--- src/rtl/impairment_sweep_ctrl.sv ---
// Jitter-scale sweep sequencer: steps the impairment model through a programmed
// scale table, holding each entry for a settle window and then a measurement window.
module impairment_sweep_ctrl #(
  parameter int NUM_STEPS  = 8,
  parameter int SCALE_W    = 16,
  parameter int CNT_W      = 24,
  parameter int SETTLE_CYC = 1024
) (
  input  logic                         clk,
  input  logic                         reset,
  input  logic                         start,
  input  logic                         abort,
  input  logic [$clog2(NUM_STEPS):0]   step_count,
  input  logic [CNT_W-1:0]             meas_len,
  input  logic                         tbl_wr_en,
  input  logic [$clog2(NUM_STEPS)-1:0] tbl_wr_addr,
  input  logic [SCALE_W-1:0]           tbl_wr_data,
  input  logic                         sample_valid,
  output logic [SCALE_W-1:0]           jit_scale,
  output logic                         jit_en,
  output logic                         meas_clr,
  output logic                         meas_en,
  output logic [$clog2(NUM_STEPS)-1:0] step_idx,
  output logic                         step_done,
  output logic                         busy,
  output logic                         done,
  output logic                         aborted
);
  localparam int IDX_W = $clog2(NUM_STEPS);
  localparam int NUM_W = IDX_W + 1;
  localparam logic [CNT_W-1:0] SETTLE_LD = CNT_W'(SETTLE_CYC);
  localparam logic [NUM_W-1:0] MAX_STEPS = NUM_W'(NUM_STEPS);

  if (SETTLE_CYC < 0 || 64'(SETTLE_CYC) > ((64'd1 << CNT_W) - 64'd1)) begin : g_settle_range
    $error("SETTLE_CYC does not fit in CNT_W bits");
  end

  typedef enum logic [2:0] {IDLE, LOAD, SETTLE, MEASURE, NEXT} state_e;

  state_e               state_q, state_d;
  logic [CNT_W-1:0]     cnt_q, cnt_d;
  logic [CNT_W-1:0]     len_q, len_d;
  logic [NUM_W-1:0]     num_q, num_d;
  logic [IDX_W-1:0]     idx_q, idx_d;
  logic [SCALE_W-1:0]   scale_q, scale_d;
  logic                 jen_q, jen_d;
  logic                 clr_q, clr_d;
  logic                 done_q, done_d;
  logic                 abt_q, abt_d;
  logic [SCALE_W-1:0]   tbl_q [NUM_STEPS];

  // Table is host-owned storage; it is only writable while no sweep is running.
  always_ff @(posedge clk) begin
    if (tbl_wr_en && state_q == IDLE) begin
      tbl_q[tbl_wr_addr] <= tbl_wr_data;
    end
  end

  always_comb begin
    state_d = state_q;
    cnt_d   = cnt_q;
    len_d   = len_q;
    num_d   = num_q;
    idx_d   = idx_q;
    scale_d = scale_q;
    jen_d   = jen_q;
    clr_d   = 1'b0;
    done_d  = 1'b0;
    abt_d   = 1'b0;
    if (state_q != IDLE && abort) begin
      // step_idx deliberately holds so the host can see where the sweep stopped
      state_d = IDLE;
      jen_d   = 1'b0;
      scale_d = '0;
      abt_d   = 1'b1;
    end else begin
      case (state_q)
        IDLE: begin
          if (start && !abort) begin
            if (step_count == '0) begin
              done_d = 1'b1;
            end else begin
              state_d = LOAD;
              idx_d   = '0;
              num_d   = (step_count > MAX_STEPS) ? MAX_STEPS : step_count;
              len_d   = (meas_len == '0) ? CNT_W'(1) : meas_len;
            end
          end
        end
        LOAD: begin
          scale_d = tbl_q[idx_q];
          jen_d   = 1'b1;
          if (SETTLE_LD == '0) begin
            state_d = MEASURE;
            cnt_d   = len_q;
            clr_d   = 1'b1;
          end else begin
            state_d = SETTLE;
            cnt_d   = SETTLE_LD;
          end
        end
        SETTLE: begin
          if (sample_valid) begin
            if (cnt_q == CNT_W'(1)) begin
              state_d = MEASURE;
              cnt_d   = len_q;
              clr_d   = 1'b1;
            end else begin
              cnt_d = cnt_q - CNT_W'(1);
            end
          end
        end
        MEASURE: begin
          if (sample_valid) begin
            if (cnt_q == CNT_W'(1)) begin
              state_d = NEXT;
              cnt_d   = '0;
            end else begin
              cnt_d = cnt_q - CNT_W'(1);
            end
          end
        end
        NEXT: begin
          if ({1'b0, idx_q} == num_q - NUM_W'(1)) begin
            state_d = IDLE;
            jen_d   = 1'b0;
            scale_d = '0;
            done_d  = 1'b1;
          end else begin
            state_d = LOAD;
            idx_d   = idx_q + IDX_W'(1);
          end
        end
        default: state_d = IDLE;
      endcase
    end
  end

  always_ff @(posedge clk or posedge reset) begin
    if (reset) begin
      state_q <= IDLE;
      cnt_q   <= '0;
      len_q   <= '0;
      num_q   <= '0;
      idx_q   <= '0;
      scale_q <= '0;
      jen_q   <= 1'b0;
      clr_q   <= 1'b0;
      done_q  <= 1'b0;
      abt_q   <= 1'b0;
    end else begin
      state_q <= state_d;
      cnt_q   <= cnt_d;
      len_q   <= len_d;
      num_q   <= num_d;
      idx_q   <= idx_d;
      scale_q <= scale_d;
      jen_q   <= jen_d;
      clr_q   <= clr_d;
      done_q  <= done_d;
      abt_q   <= abt_d;
    end
  end

  assign jit_scale = scale_q;
  assign jit_en    = jen_q;
  assign meas_clr  = clr_q;
  assign meas_en   = (state_q == MEASURE);
  assign step_idx  = idx_q;
  assign step_done = (state_q == NEXT);
  assign busy      = (state_q != IDLE);
  assign done      = done_q;
  assign aborted   = abt_q;

endmodule

--- config.mk ---
export PLATFORM = sky130hd
export DESIGN_NAME = impairment_sweep_ctrl
export DESIGN_NICKNAME = d
export VERILOG_FILES = /design/src/rtl/impairment_sweep_ctrl.sv
export SDC_FILE = /design/constraint.sdc
export NUM_CORES = 1
export LEC_CHECK = 0
export CORE_ASPECT_RATIO = 0.9
export CORE_MARGIN = 1.5
export CORE_UTILIZATION = 50
export CTS_BUF_LIST = sky130_fd_sc_hd__clkbuf_8
export DETAILED_ROUTE_END_ITERATION = 10
export PLACE_DENSITY_LB_ADDON = 0.2
export SKIP_CTS_REPAIR_TIMING = 1
export SLEW_MARGIN = 20
export SYNTH_ARGS = -nofsm -noshare
export SYNTH_HDL_FRONTEND = slang
export SYNTH_SLANG_ARGS = --single-unit
--- constraint.sdc ---
create_clock -name clk -period 8.5 [get_ports clk]
set_input_delay 0.85 -clock clk [delete_from_list [all_inputs] [get_ports clk]]
set_output_delay 0.85 -clock clk [all_outputs]
set_load 0.01 [all_outputs]
Yosys cells after proc, flatten, opt, wreduce, memory -nomap -nowiden
Memory sizes are Yosys's and may differ from the RTL's. Cells that the tools add are included.

Register bits after elaboration: 78. Bits in latches: 0. RAM bits: 128. Memory bits (read-only): 0. Bits of input ports: 53. Output and inout bits: 26. Word-level logic and storage cells: 89. Memories: 1.

Memory list: tbl_q (words 8, width 16, read ports 1, clocked after Yosys merged registers in 0, write ports 1, RTL line 50) `logic [SCALE_W-1:0] tbl_q [NUM_STEPS];`.

Add/subtract/negate cells: 3. $mul: 0. Divide/modulo/power cells: 0. $lt $le $gt $ge: 1. Equality and inequality tests: 18. Shift operators: 0. Muxes and demuxes: 38. Bitwise gates (word level): 2. Reduce and logical (&&, ||, !) cells: 16.

Operators with widths (count): $mux W24 (5); $pmux W24 S3 (1); $mux W16 (2); $pmux W16 S2 (1); $mux W3 (10); $eq A24 B1 Y1 const B (1); $logic_not A24 Y1 (1); $sub A24 B1 Y24 const B (1); $pmux W3 S5 (1); $mux W1 (14); $ne A3 B1 Y1 const B (3); $ne A3 B3 Y1 const B (3); $reduce_bool A3 Y1 (3); $ne A2 B2 Y1 const B (4); $reduce_and A4 Y1 (2); $eq A3 B2 Y1 const B (2); $pmux W3 S2 (1); $reduce_and A6 Y1 (1); $reduce_and A5 Y1 (1); $eq A3 B4 Y1 (1); $gt A4 B4 Y1 const B (1); $logic_not A4 Y1 (1); $mux W4 (1); $pmux W1 S2 (2); 12 further kinds (15).

Logic depth before layout (Yosys ltp)
Depth after elaboration: 5. Gate-level depth with buffers: 9. Gate-level depth less buffers: 7.

Worst setup path before layout
Ideal clock, no wire load.

Kind: register -> register. Start: reg state_q[2]. End: mem tbl_q[1][0] (enable). Setup time: 0.409 ns. Arrival: 2.306 ns. Data required time: 8.091 ns. Slack: 5.785 ns. Stages on the path, launching flop included: 5. Buffers on the path: 1. Clock period less this slack: 2.715 ns. Cells stage by stage: dfrtp_1 clkbuf_1 nor3_1 nand3_1 nor3_1.

Cells in the longest elaborated chain, start to end: 4.

RTL lines: start: declaration (RTL line 40) `state_e state_q, state_d;`; start signal: assignment (RTL line 152) `state_q <= state_d;`; $logic_not A3 Y1 (RTL line 54) `if (tbl_wr_en && state_q == IDLE) begin`; $logic_and A1 B1 Y1 (RTL line 54); $mux W1 (RTL line 54); $mux W1 (not written as such) (RTL line 55) `tbl_q[tbl_wr_addr] <= tbl_wr_data;`; end: declaration (RTL line 50).

Every way passes these cells.

Worst setup path in the final report
Start: reg state_q[0]. End: out busy.

Cells in the longest elaborated chain, start to end: 1.

RTL lines: $reduce_bool A3 Y1 (RTL line 171) `assign busy = (state_q != IDLE);`; end: declaration (RTL line 25) `output logic busy,`.

Every way passes these cells.

==> impl_metrics.sql <==
INSERT INTO impl_metrics (metric_group, metric, value, unit) VALUES
('logic_synthesis', 'count_of_flip_flops_with_a_built_in_enable_after_synthesis', '128', ''),
('logic_synthesis', 'asyncSetResetFlopFracSynth', '37.9', '%'),
('logic_synthesis', 'ys_seq_elements', '206', ''),
('timing', 'final_setup_tns', '0', 'ps'),
('die', 'initial_utilization', '51.6', '%'),
('power_and_ir_drop', 'power_frac_clock', '26.6', '%'),
('power_and_ir_drop', 'internal_power', '1.99', 'mW'),
('cts', 'clkLatencyLatePin', '520', 'ps'),
('power_and_ir_drop', 'sequentialPowerShare', '46.6', '%'),
('grt', 'globalRoute.busiestLayer', 'met2', ''),
('final_layout', 'layout-area-overhead-vs-synth', '19.1', '%'),
('logic_synthesis', 'ys_types', '66', ''),
('die', 'rows', '45', ''),
('logic_synthesis', 'synth_area_leaders', 'sky130_fd_sc_hd__edfxtp_1 44%, sky130_fd_sc_hd__dfrtp_1 22%, sky130_fd_sc_hd__mux4_2 8.2%', ''),
('power_and_ir_drop', 'sw_frac_of_total', '32.9', '%'),
('logic_synthesis', 'yosys.area_share.simple', '8.42', '%'),
('logic_synthesis', 'ys.flop_type', 'sky130_fd_sc_hd__edfxtp_1', ''),
('die', 'io_pins', '79', ''),
('grt', 'vias_in_the_first_global_route', '5621', ''),
('logic_synthesis', 'synth_top_family_by_area', 'multiplexers', ''),
('final_layout', 'layout-drive-gt1-share', '19.2', '%'),
('cts', 'ctsHtreeMaxLevel', '2', ''),
('logic_synthesis', 'syn_area', '8770', 'sq um'),
('worst_setup_path', 'criticalPathCategory', 'reg -> out', ''),
('logic_synthesis', 'synthesis.yosys.warnings', '0', ''),
('timing', 'timing.slew.headroom', '27.3', '%'),
('grt', 'global_route_met2_utilization', '36.6', '%'),
('final_layout', 'antenna-diode-count', '0', ''),
('logic_synthesis', 'netlist_top_cells_count', '128 x sky130_fd_sc_hd__edfxtp_1, 78 x sky130_fd_sc_hd__dfrtp_1, 32 x sky130_fd_sc_hd__mux4_2, 25 x sky130_fd_sc_hd__nand2_1, 25 x sky130_fd_sc_hd__nor2_1', ''),
('grt', 'grt.total_usage', '23.0', '%'),
('grt', 'grt_pass1_wl', '31.4', 'mm'),
('placed_design', 'place_congestion', '0.876', ''),
('worst_setup_path', 'category_of_the_worst_setup_path_capture_point', 'primary output', ''),
('timing', 'count_of_final_max_slew_check_failures', '0', ''),
('route', 'routed_wire_length_per_instance', '21.5', 'um'),
('grt', 'grt_util_met1', '32.7', '%'),
('die', 'die-area', '18300', 'sq um'),
('route', 'route.vias.total', '5482', ''),
('cts', 'number_of_buffers_created_by_cts', '34', ''),
('worst_hold_path', 'worst_hold_path_type', 'reg -> reg', ''),
('placed_design', 'place.detailed.hpwl', '12.4', 'mm'),
('cts', 'clk_pin_slew_worst_paths', '60', 'ps'),
('route', 'antenna_left', '0', ''),
('worst_setup_path', 'cp_top_family', 'simple AND/OR/NAND/NOR gates', ''),
('power_and_ir_drop', 'totalPowerFinal', '2.96', 'mW'),
('timing', 'tightestPinTransition', '1090', 'ps'),
('timing', 'timing.clock.skew', '18.3', 'ps'),
('logic_synthesis', 'synth_most_common_cell', 'sky130_fd_sc_hd__edfxtp_1', ''),
('outcome', 'status', 'finished clean', ''),
('logic_synthesis', 'synth_cells', '567', ''),
('timing', 'final-hold-violation-count', '0', ''),
('worst_setup_path', 'timing.critical_path.from_type', 'register', ''),
('power_and_ir_drop', 'vdd_ir_max', '0.115', 'mV'),
('logic_synthesis', 'synth_largest_type_area_fraction', '43.8', '%'),
('grt', 'antenna_found_initial', '0', ''),
('final_layout', 'fillCellCount', '1311', ''),
('logic_synthesis', 'synth_seq_area_share', '66.1', '%'),
('route', 'vias_per_cell', '5.95', ''),
('cts', 'tritoncts_num_sinks', '206', ''),
('route', 'drt-initial-drc-count', '433', ''),
('placed_design', 'numPortBuffers', '78', ''),
('final_layout', 'total_number_of_nets_in_the_final_design', '717', ''),
('die', 'die_width', '143', 'um'),
('logic_synthesis', 'synth.mux.area_fraction', '13.6', '%'),
('logic_synthesis', 'yosys.area_share.adder', '0.571', '%'),
('worst_setup_path', 'cp.arrival', '2470', 'ps'),
('timing', 'setup_viol', '0', ''),
('timing', 'unrepaired_setup_endpoints_after_global_routing', 'false', ''),
('flow_run', 'cap_viol_max_count', '0', ''),
('worst_setup_path', 'cp_num_buf_inv', '2', ''),
('logic_synthesis', 'synth_compound_area_share', '8.69', '%');
-- layer usage --
layer | up-vias | wire length [um]
li1 | 2453 | -
met1 | 2804 | 8920
met2 | 197 | 9270
met3 | 28 | 1230
met4 | 0 | 384
met5 | - | 0
-- layout make-up --
cell class	instances	area (sq um)	share of cell area (%)
Clock buffer	37	509	4.88
Clock inverter	25	109	1.04
Inverter	16	61.3	0.587
Multi-Input combinational cell	319	2860	27.3
Sequential cell	206	5800	55.5
Tap cell	235	294	2.82
Timing Repair Buffer	83	818	7.84
-- power groups by stage --
stage | combinational [mW] | sequential (mW) | clock (mW)
after floorplan | 0.535 | 1.35 | 0
after global placement | 0.768 | 1.39 | 0
after detailed placement | 0.789 | 1.39 | 0
after CTS | 0.794 | 1.38 | 0.805
after global routing | 0.867 | 1.40 | 0.853
final | 0.795 | 1.38 | 0.788
-- cell usage in the layout (no fill, tap or decap), drive strengths merged, types with 3 or more instances in the layout --
cell type      synthesis  final
o21ai                 23     23
or4                    4      4
o211ai                 3      3
nor4                  17     17
mux2i                 20     20
xor2                   3      3
a22oi                  6      6
mux2                  24     24
inv                   16     29
a21oi                 13     13
a221o                  4      4
nand3                  8      8
o2bb2ai               20     20
clkbuf                13     37
a31oi                  8      8
nor2                  25     25
nand2b                 4      4
ha                     4      4
clkinv                 0     12
o22ai                  4      4
xnor2                  4      4
or3                    8      8
nand2                 26     26
mux4                  32     32
edfxtp               128    128
nor3                  16     16
buf                   13      5
nor2b                  4      4
clkdlybuf4s50          0     78
dfrtp                 78     78
-- worst paths after layout --
check,from,endpoint,slack (ps),cells after the start
max in group asynchronous,reset,step_idx[0]$_DFFE_PP0P_,6680,3
min in group asynchronous,reset,len_q[16]$_DFFE_PP0P_,670,2
setup reg to reg,state_q[0]$_DFFE_PP0P_,tbl_q[5][1]$_DFFE_PP_,5440,3
setup / recovery,state_q[0]$_DFFE_PP0P_,busy,5180,3
hold / removal,jit_scale[5]$_DFFE_PP0P_,jit_scale[5]$_DFFE_PP0P_,490,1
hold reg to reg,jit_scale[5]$_DFFE_PP0P_,jit_scale[5]$_DFFE_PP0P_,490,1
-- logic make-up after synthesis --
logic type / after synthesis
flip-flops: 206
AND/OR/NAND/NOR: 125
AO/OA/AOI/OAI: 107
multiplexers: 76
buffers and inverters: 42
XOR/XNOR: 7
adder cells (fa/ha/maj): 4
-- registers in the layout, indices dropped and copies added, names as in the netlist --
signal,count
tbl_q,128
meas_clr,1
jit_en,1
aborted,1
state_q,3
step_idx,3
jit_scale,16
num_q,4
cnt_q,24
len_q,24
done,1
-- per-stage QoR --
stage	instance area, sq um	cells	setup slack, ps
CTS	10400	921	5200
global route	10400	921	5090
floorplan	8770	567	5650
detailed placement	9810	859	4920
global placement	9810	859	5070
finish	10400	921	5180
Note: power is estimated with default switching activity, not from simulation.
